### src/rtl/ldtu_gsb_pkg.sv
// ldtu_gsb_pkg
// Shared definitions for the dual-gain look-ahead buffer:
//   gsm_e         - GAIN_SEL_MODE encodings
//   *_DEF         - default widths/depths used by the top level
//   SAT_RESET     - reset value of the saturation threshold register (all ones,
//                   sliced to DATA_W by the user)
package ldtu_gsb_pkg;

    typedef enum logic [1:0] {
        GSM_AUTO    = 2'b00,  // auto select, window = win_len
        GSM_AUTO2   = 2'b01,  // auto select, window = 2 * win_len
        GSM_FORCE10 = 2'b10,  // always forward gain x10
        GSM_FORCE1  = 2'b11   // always forward gain x1
    } gsm_e;

    localparam int DATA_W_DEF    = 12;
    localparam int DEPTH_DEF     = 16;
    localparam int WIN_W_DEF     = 6;
    localparam int BASE_BITS_DEF = 6;

    localparam logic [31:0] SAT_RESET = 32'hFFFF_FFFF;

endpackage

### src/rtl/ldtu_lookahead_ram.sv
// ldtu_lookahead_ram
// Dual-gain circular storage: one write port, one registered indexed read.
// Ports:
//   CLK, reset              clock, async active-high reset (read regs only)
//   we_i, waddr_i           write enable / address
//   wdata10_i, wdata01_i    gain-x10 / gain-x1 sample to store
//   re_i, raddr_i           read enable / address
//   rdata10_o, rdata01_o    registered read data, held while re_i is low
module ldtu_lookahead_ram
    import ldtu_gsb_pkg::*;
#(
    parameter int DATA_W = DATA_W_DEF,
    parameter int DEPTH  = DEPTH_DEF,
    parameter int PTR_W  = $clog2(DEPTH)
) (
    input  logic              CLK,
    input  logic              reset,
    input  logic              we_i,
    input  logic [PTR_W-1:0]  waddr_i,
    input  logic [DATA_W-1:0] wdata10_i,
    input  logic [DATA_W-1:0] wdata01_i,
    input  logic              re_i,
    input  logic [PTR_W-1:0]  raddr_i,
    output logic [DATA_W-1:0] rdata10_o,
    output logic [DATA_W-1:0] rdata01_o
);

    logic [DATA_W-1:0] mem10_q [DEPTH];
    logic [DATA_W-1:0] mem01_q [DEPTH];
    logic [DATA_W-1:0] rd10_q, rd01_q;

    always_ff @(posedge CLK) begin
        if (we_i) begin
            mem10_q[waddr_i] <= wdata10_i;
            mem01_q[waddr_i] <= wdata01_i;
        end
    end

    // With zero look-ahead the read index equals the write index, so the
    // sample arriving this cycle is forwarded straight into the read register.
    always_ff @(posedge CLK or posedge reset) begin
        if (reset) begin
            rd10_q <= '0;
            rd01_q <= '0;
        end else if (re_i) begin
            if (we_i && (raddr_i == waddr_i)) begin
                rd10_q <= wdata10_i;
                rd01_q <= wdata01_i;
            end else begin
                rd10_q <= mem10_q[raddr_i];
                rd01_q <= mem01_q[raddr_i];
            end
        end
    end

    assign rdata10_o = rd10_q;
    assign rdata01_o = rd01_q;

endmodule

### src/rtl/ldtu_gain_select_buffer.sv
// ldtu_gain_select_buffer
// Look-ahead dual-gain buffer with per-sample gain selection. Sample n written
// now emits sample n-L one cycle later; the gain choice for that sample looks
// at saturation of the gain-x10 stream over the last W writes ending at n.
// Ports:
//   CLK, reset            clock, async active-high reset
//   in_valid              accept one sample pair this cycle
//   DATA_gain_10/_01      gain-x10 / gain-x1 samples
//   SATURATION_value      x10 saturation threshold (registered)
//   GAIN_SEL_MODE         00 auto, 01 auto x2 window, 10 force x10, 11 force x1
//   win_len               window length, 0 behaves as 1 (registered)
//   ref_offset            look-ahead L, captured after reset and on flush
//   flush                 clear fill state, discards a coincident sample
//   out_valid             out_data/baseline_flag valid
//   out_data              {gain bit (1 = x1), sample}
//   baseline_flag         emitted sample is baseline
//   sat_count             saturation-window starts
// Optional feature macro: GAIN_SEL_STATS_EN enables the sat_count counter;
// otherwise sat_count is tied to zero.
module ldtu_gain_select_buffer
    import ldtu_gsb_pkg::*;
#(
    parameter int DATA_W    = DATA_W_DEF,
    parameter int DEPTH     = DEPTH_DEF,
    parameter int PTR_W     = $clog2(DEPTH),
    parameter int WIN_W     = WIN_W_DEF,
    parameter int BASE_BITS = BASE_BITS_DEF
) (
    input  logic              CLK,
    input  logic              reset,
    input  logic              in_valid,
    input  logic [DATA_W-1:0] DATA_gain_10,
    input  logic [DATA_W-1:0] DATA_gain_01,
    input  logic [DATA_W-1:0] SATURATION_value,
    input  logic [1:0]        GAIN_SEL_MODE,
    input  logic [WIN_W-1:0]  win_len,
    input  logic [PTR_W-1:0]  ref_offset,
    input  logic              flush,
    output logic              out_valid,
    output logic [DATA_W:0]   out_data,
    output logic              baseline_flag,
    output logic [15:0]       sat_count
);

    logic [DATA_W-1:0] sat_q;
    gsm_e              mode_q;
    logic [WIN_W-1:0]  win_q;
    logic              first_q;
    logic [PTR_W-1:0]  l_q, wr_ptr_q, fill_q;
    logic [WIN_W:0]    cnt_q, cnt_d;
    logic              valid_q, gain_q, gain_d, bmode_q;
    logic [DATA_W-1:0] rd10, rd01;

    logic              wr_en, emit, sat_n;
    logic [PTR_W-1:0]  rd_addr;
    logic [WIN_W:0]    win_eff, win_full;

    assign wr_en   = in_valid && !flush;
    assign emit    = wr_en && (fill_q == l_q);
    assign rd_addr = wr_ptr_q - l_q;
    assign sat_n   = (DATA_gain_10 >= sat_q);

    assign win_eff  = (win_q == '0) ? (WIN_W+1)'(1) : {1'b0, win_q};
    assign win_full = (mode_q == GSM_AUTO2) ? {win_eff[WIN_W-1:0], 1'b0} : win_eff;

    // Counter holds the remaining window length after the last saturation.
    // c_old >= 2 means a saturation within the previous W-1 writes.
    always_comb begin
        cnt_d  = cnt_q;
        gain_d = 1'b0;
        unique case (mode_q)
            GSM_FORCE10: begin
                cnt_d  = '0;
                gain_d = 1'b0;
            end
            GSM_FORCE1: begin
                cnt_d  = '0;
                gain_d = 1'b1;
            end
            GSM_AUTO, GSM_AUTO2: begin
                gain_d = sat_n || (cnt_q >= (WIN_W+1)'(2));
                if (flush) begin
                    cnt_d = '0;
                end else if (wr_en) begin
                    if (sat_n)
                        cnt_d = win_full;
                    else if (cnt_q != '0)
                        cnt_d = cnt_q - (WIN_W+1)'(1);
                end
            end
        endcase
    end

    always_ff @(posedge CLK or posedge reset) begin
        if (reset) begin
            sat_q    <= SAT_RESET[DATA_W-1:0];
            mode_q   <= GSM_AUTO;
            win_q    <= '0;
            first_q  <= 1'b1;
            l_q      <= '0;
            wr_ptr_q <= '0;
            fill_q   <= '0;
            cnt_q    <= '0;
            valid_q  <= 1'b0;
            gain_q   <= 1'b0;
            bmode_q  <= 1'b0;
        end else begin
            sat_q   <= SATURATION_value;
            mode_q  <= gsm_e'(GAIN_SEL_MODE);
            win_q   <= win_len;
            first_q <= 1'b0;
            cnt_q   <= cnt_d;
            valid_q <= emit;
            if (first_q || flush)
                l_q <= ref_offset;
            if (flush)
                fill_q <= '0;
            else if (wr_en && (fill_q != l_q))
                fill_q <= fill_q + PTR_W'(1);
            if (wr_en)
                wr_ptr_q <= wr_ptr_q + PTR_W'(1);
            // Baseline test width follows the mode that produced the sample.
            if (emit) begin
                gain_q  <= gain_d;
                bmode_q <= mode_q[1];
            end
        end
    end

    ldtu_lookahead_ram #(
        .DATA_W (DATA_W),
        .DEPTH  (DEPTH),
        .PTR_W  (PTR_W)
    ) u_ram (
        .CLK       (CLK),
        .reset     (reset),
        .we_i      (wr_en),
        .waddr_i   (wr_ptr_q),
        .wdata10_i (DATA_gain_10),
        .wdata01_i (DATA_gain_01),
        .re_i      (emit),
        .raddr_i   (rd_addr),
        .rdata10_o (rd10),
        .rdata01_o (rd01)
    );

    assign out_valid     = valid_q;
    assign out_data      = {gain_q, gain_q ? rd01 : rd10};
    assign baseline_flag = bmode_q ? (out_data[DATA_W-1:BASE_BITS] == '0)
                                   : (out_data[DATA_W:BASE_BITS] == '0);

`ifdef GAIN_SEL_STATS_EN
    logic [15:0] sat_cnt_q;

    // Counts saturations that open a fresh window (counter idle).
    always_ff @(posedge CLK or posedge reset) begin
        if (reset)
            sat_cnt_q <= '0;
        else if (flush)
            sat_cnt_q <= '0;
        else if (wr_en && sat_n && !mode_q[1] && (cnt_q == '0) && (sat_cnt_q != 16'hFFFF))
            sat_cnt_q <= sat_cnt_q + 16'd1;
    end

    assign sat_count = sat_cnt_q;
`else
    assign sat_count = '0;
`endif

endmodule

### config.mk
export PLATFORM = sky130hd
export DESIGN_NAME = ldtu_gain_select_buffer
export DESIGN_NICKNAME = d
export VERILOG_FILES = /design/src/rtl/ldtu_gsb_pkg.sv /design/src/rtl/ldtu_lookahead_ram.sv /design/src/rtl/ldtu_gain_select_buffer.sv
export SDC_FILE = /design/constraint.sdc
export NUM_CORES = 1
export LEC_CHECK = 0
export CAP_MARGIN = 20
export CORE_MARGIN = 4
export CORE_UTILIZATION = 65
export CTS_CLUSTER_DIAMETER = 100
export DETAILED_ROUTE_END_ITERATION = 8
export GPL_TIMING_DRIVEN = 0
export PLACE_DENSITY = 0.93
export REMOVE_ABC_BUFFERS = 1
export SLEW_MARGIN = 10
export SYNTH_ARGS = -nofsm -noshare
export SYNTH_HDL_FRONTEND = slang
export SYNTH_HIERARCHICAL = 1
export SYNTH_SLANG_ARGS = --single-unit
### constraint.sdc
create_clock -name CLK -period 6 [get_ports CLK]
set_clock_uncertainty 0.2 [all_clocks]
set_input_delay 0.6 -clock CLK [delete_from_list [all_inputs] [get_ports CLK]]
set_output_delay 0.6 -clock CLK [all_outputs]
set_load 0.01 [all_outputs]
==> results.yml <==
floorplan:
  die_area_um2: 31300
  core_area_um2: 28000
  rows: 61
  ios: 83
  start_util_pct: 66.3
  dieHeight_um: 177
  die_w_um: 177
clocking:
  ctsHtreeMaxLevel: 2
  cts.clk_slew.worst_paths_ns: 0.06
  cts-root-buf: "clkbuf_16"
  cts_tree: "done"
  cts.sinks: 451
  cts-buffers-inserted: 44
  ctsLongestPathBuffers: 3
  clk_latency_ns: 0.55
  post_cts_buffers: 0
  cts_resized: 0
  hold_buffers: 0
global_route:
  grt_antenna_before_repair: 0
  grt_pass1_wl_um: 72100
  grt.overflow.total: 0
  grt_max_degree: 46
  track_usage_pct: 31.6
  grt_pass1_vias: 11332
synth:
  async_flop_share_pct: 14.9
  syn_area_um2: 18600
  ys_seq_elements: 451
  postSynthAreaPerCell_um2: 17.6
  synth_ff_type: "edfxtp_1"
  yosys.cell_types.count: 56
  syn_inst: 1056
  yosysWarningCount: 6
  synth_edf_count: 384
  seq_area_frac_synth_pct: 71.2
place:
  dp.cells: 1493
  gp_congestion: 0.780
  dp_hpwl_um: 28400
  portBuffers: 66
status:
  status: "finished, final reports clean"
setup_path:
  cp_slowest_stage_delay_ns: 0.84
  rrSetupSlack_ns: 1.22
  cp_max_fo: 17
  slowest_stage: "nor3_4"
  required_ns: 6.25
  worstPathArrival_ns: 5.03
  setup.worst_path.class: "register to register"
  crit_path_end_kind: "register"
  cpMostUsedCell: "buf_8"
  path_cells: "inv_1 -> ha_1 -> inv_1 -> a21o_1 -> a21oi_1 -> xnor2_2 -> buf_8 -> buf_6 -> buf_8 -> xor2_1 -> nor3_4 -> buf_6 -> a21boi_4 -> buf_8 -> a31oi_1"
  start_kind: "register"
  reg2reg_depth: 15
routing:
  met1_length_um: 15700
  viasPerCell: 7.01
  drt_iter0_drc: 1676
  routed-via-count: 11042
  highest_layer: "met4"
  wl_met2_um: 24500
  avgRoutedWirePerCell_um: 30.8
  wl_met3_um: 5690
  drc: 0
  ant_nets: 0
  totalWireLength_um: 48500
  drt_first_pass_iters: 6
final_layout:
  fill_cells: 1298
  layout.nets: 1234
  diodes: 0
  drive_above_1_share_pct: 23.6
  area_growth_pct: 17.2
  layoutNonFillerInstCount: 1575
  fin_util_pct: 77.7
sta:
  fmax_ghz: 0.209
  fin_setup_tns_ns: 0
  drv_slew: 0
  hold_viol: 0
  tightestPinTransition_ns: 1.06
  rsz0062_at_grt: "false"
  setup_violations: 0
  fin_crit_ns: 4.78
  fin_crit_sh_pct: 79.6
  slew_headroom_pct: 28.9
pwr:
  power_mw: 11.3
  p_per_area_nw_per_um2: 520
  p_leak_nw: 7.70
  vdd_ir_drop_max_uv: 293
worst_hold_path:
  hold_class: "input port to register"
  holdPathStages: 1
run:
  maxCapViolCount: 0
[metrics by stage]
step           hold slack [ns]  worst slack, ns  cell area (um^2)
5_1_grt                  0.260             1.12             21800
6_report                 0.267             1.22             21800
4_1_cts                  0.251             1.32             21800
3_5_place_dp             0.299             1.46             20300
2_1_floorplan            0.265            -4.69             18200
3_3_place_gp             0.289           -10.40             19300
[worst paths after layout]
check                                          from                  to
worst min-delay path            SATURATION_value[5]            sat_q[5]
worst min register to register            fill_q[3]           fill_q[3]
worst max-delay path                    wr_ptr_q[0]  u_ram/rdata10_o[1]
min in group asynchronous                     reset            sat_q[7]
max in group asynchronous                     reset  u_ram/rdata01_o[0]
worst max register to register          wr_ptr_q[0]  u_ram/rdata10_o[1]
[state kept, by name (all words and copies together) (netlist names)]
signal and count:
u_ram/rdata01_o 12, mode_q 2, gain_q 1, wr_ptr_q 4
win_q 6, cnt_q 7, bmode_q 1, sat_q 12
fill_q 4, l_q 4, first_q 1, u_ram/rdata10_o 12
u_ram/mem10_q 192, u_ram/mem01_q 192, out_valid 1
[placed cells by master, fill, tap and decap left out, types with 13 or more instances in the layout]
cell type and instances:
clkdlybuf4s50_1 66, mux2i_1 53, o21ai_0 18, mux2_2 43
dfrtp_1 54, inv_1 47, a221oi_1 24, a41o_1 24
dfstp_2 13, clkbuf_16 45, ha_1 20, buf_6 16
conb_1 17, mux4_2 72, nor2_1 40, edfxtp_1 384
nand2_1 33, a31oi_1 28
[logic make-up after synthesis]
family | synth area share (%)
simple gates | 3.65
other cells | 0.0202
buf+inv | 3.42
mux | 14.3
xor+xnor | 0.802
fa+ha+maj | 1.46
compound gates | 5.19
flops | 71.2
[per-layer routing]
metal	up-vias	GRT usage (%)
li1	4346	-
met1	5509	40.3
met2	960	53.2
met3	227	6.94
met4	0	13.1
met5	-	0
[power by group]
part	switching [mW]	internal, mW	leakage, nW	total [mW]
sequential	0.222	3.66	4.26	3.88
combinational	2.51	2.09	2.71	4.60
clock	1.15	1.68	0.729	2.84
[area by class of cell]
| class | instances | area [um^2] | share of cell area, % |
|---|---|---|---|
| repair buffers | 119 | 1470 | 6.74 |
| well taps | 378 | 473 | 2.17 |
| inverters | 50 | 193 | 0.885 |
| clock buffers | 63 | 1260 | 5.80 |
| clock inverters | 19 | 224 | 1.03 |
| flip-flops and latches | 451 | 13200 | 60.7 |
| multi-input cells | 495 | 4930 | 22.6 |
[cells in the mapped netlist (5+ instances only)]
master    number  share of area [%]
a21oi_1       11               0.30
a221oi_1      24                1.1
a31oi_1       28               0.94
a41o_1        24                1.3
buf_2         15               0.40
buf_4         22               0.89
buf_6          8               0.49
clkbuf_1      30               0.61
dfrtp_1       54                7.3
dfstp_2       13                1.8
edfxtp_1     384                 62
ha_1          20                1.3
inv_1         50                1.0
mux2_2        43                2.6
mux2i_1       53                2.9
mux4_2        72                8.7
nand2_1       33               0.67
nand2b_1       7               0.24
nand3_1        9               0.24
nand4_1        5               0.17
nor2_1        52                1.1
nor2b_1        5               0.17
nor3_1        10               0.27
o21ai_0       18               0.49
o21ai_1       12               0.32
xnor2_1       12               0.57
xor2_1         5               0.24
[critical path, delay by kind of cell (launching register included)]
family / cells / cell delay, ns
AO/OA/AOI/OAI: 4 / 0.55
flip-flops: 1 / 0.65
buffers and inverters: 7 / 1.35
XOR/XNOR: 2 / 0.82
AND/OR/NAND/NOR: 1 / 0.84
adder cells (fa/ha/maj): 1 / 0.25
Note: power is estimated with default switching activity, not from simulation.
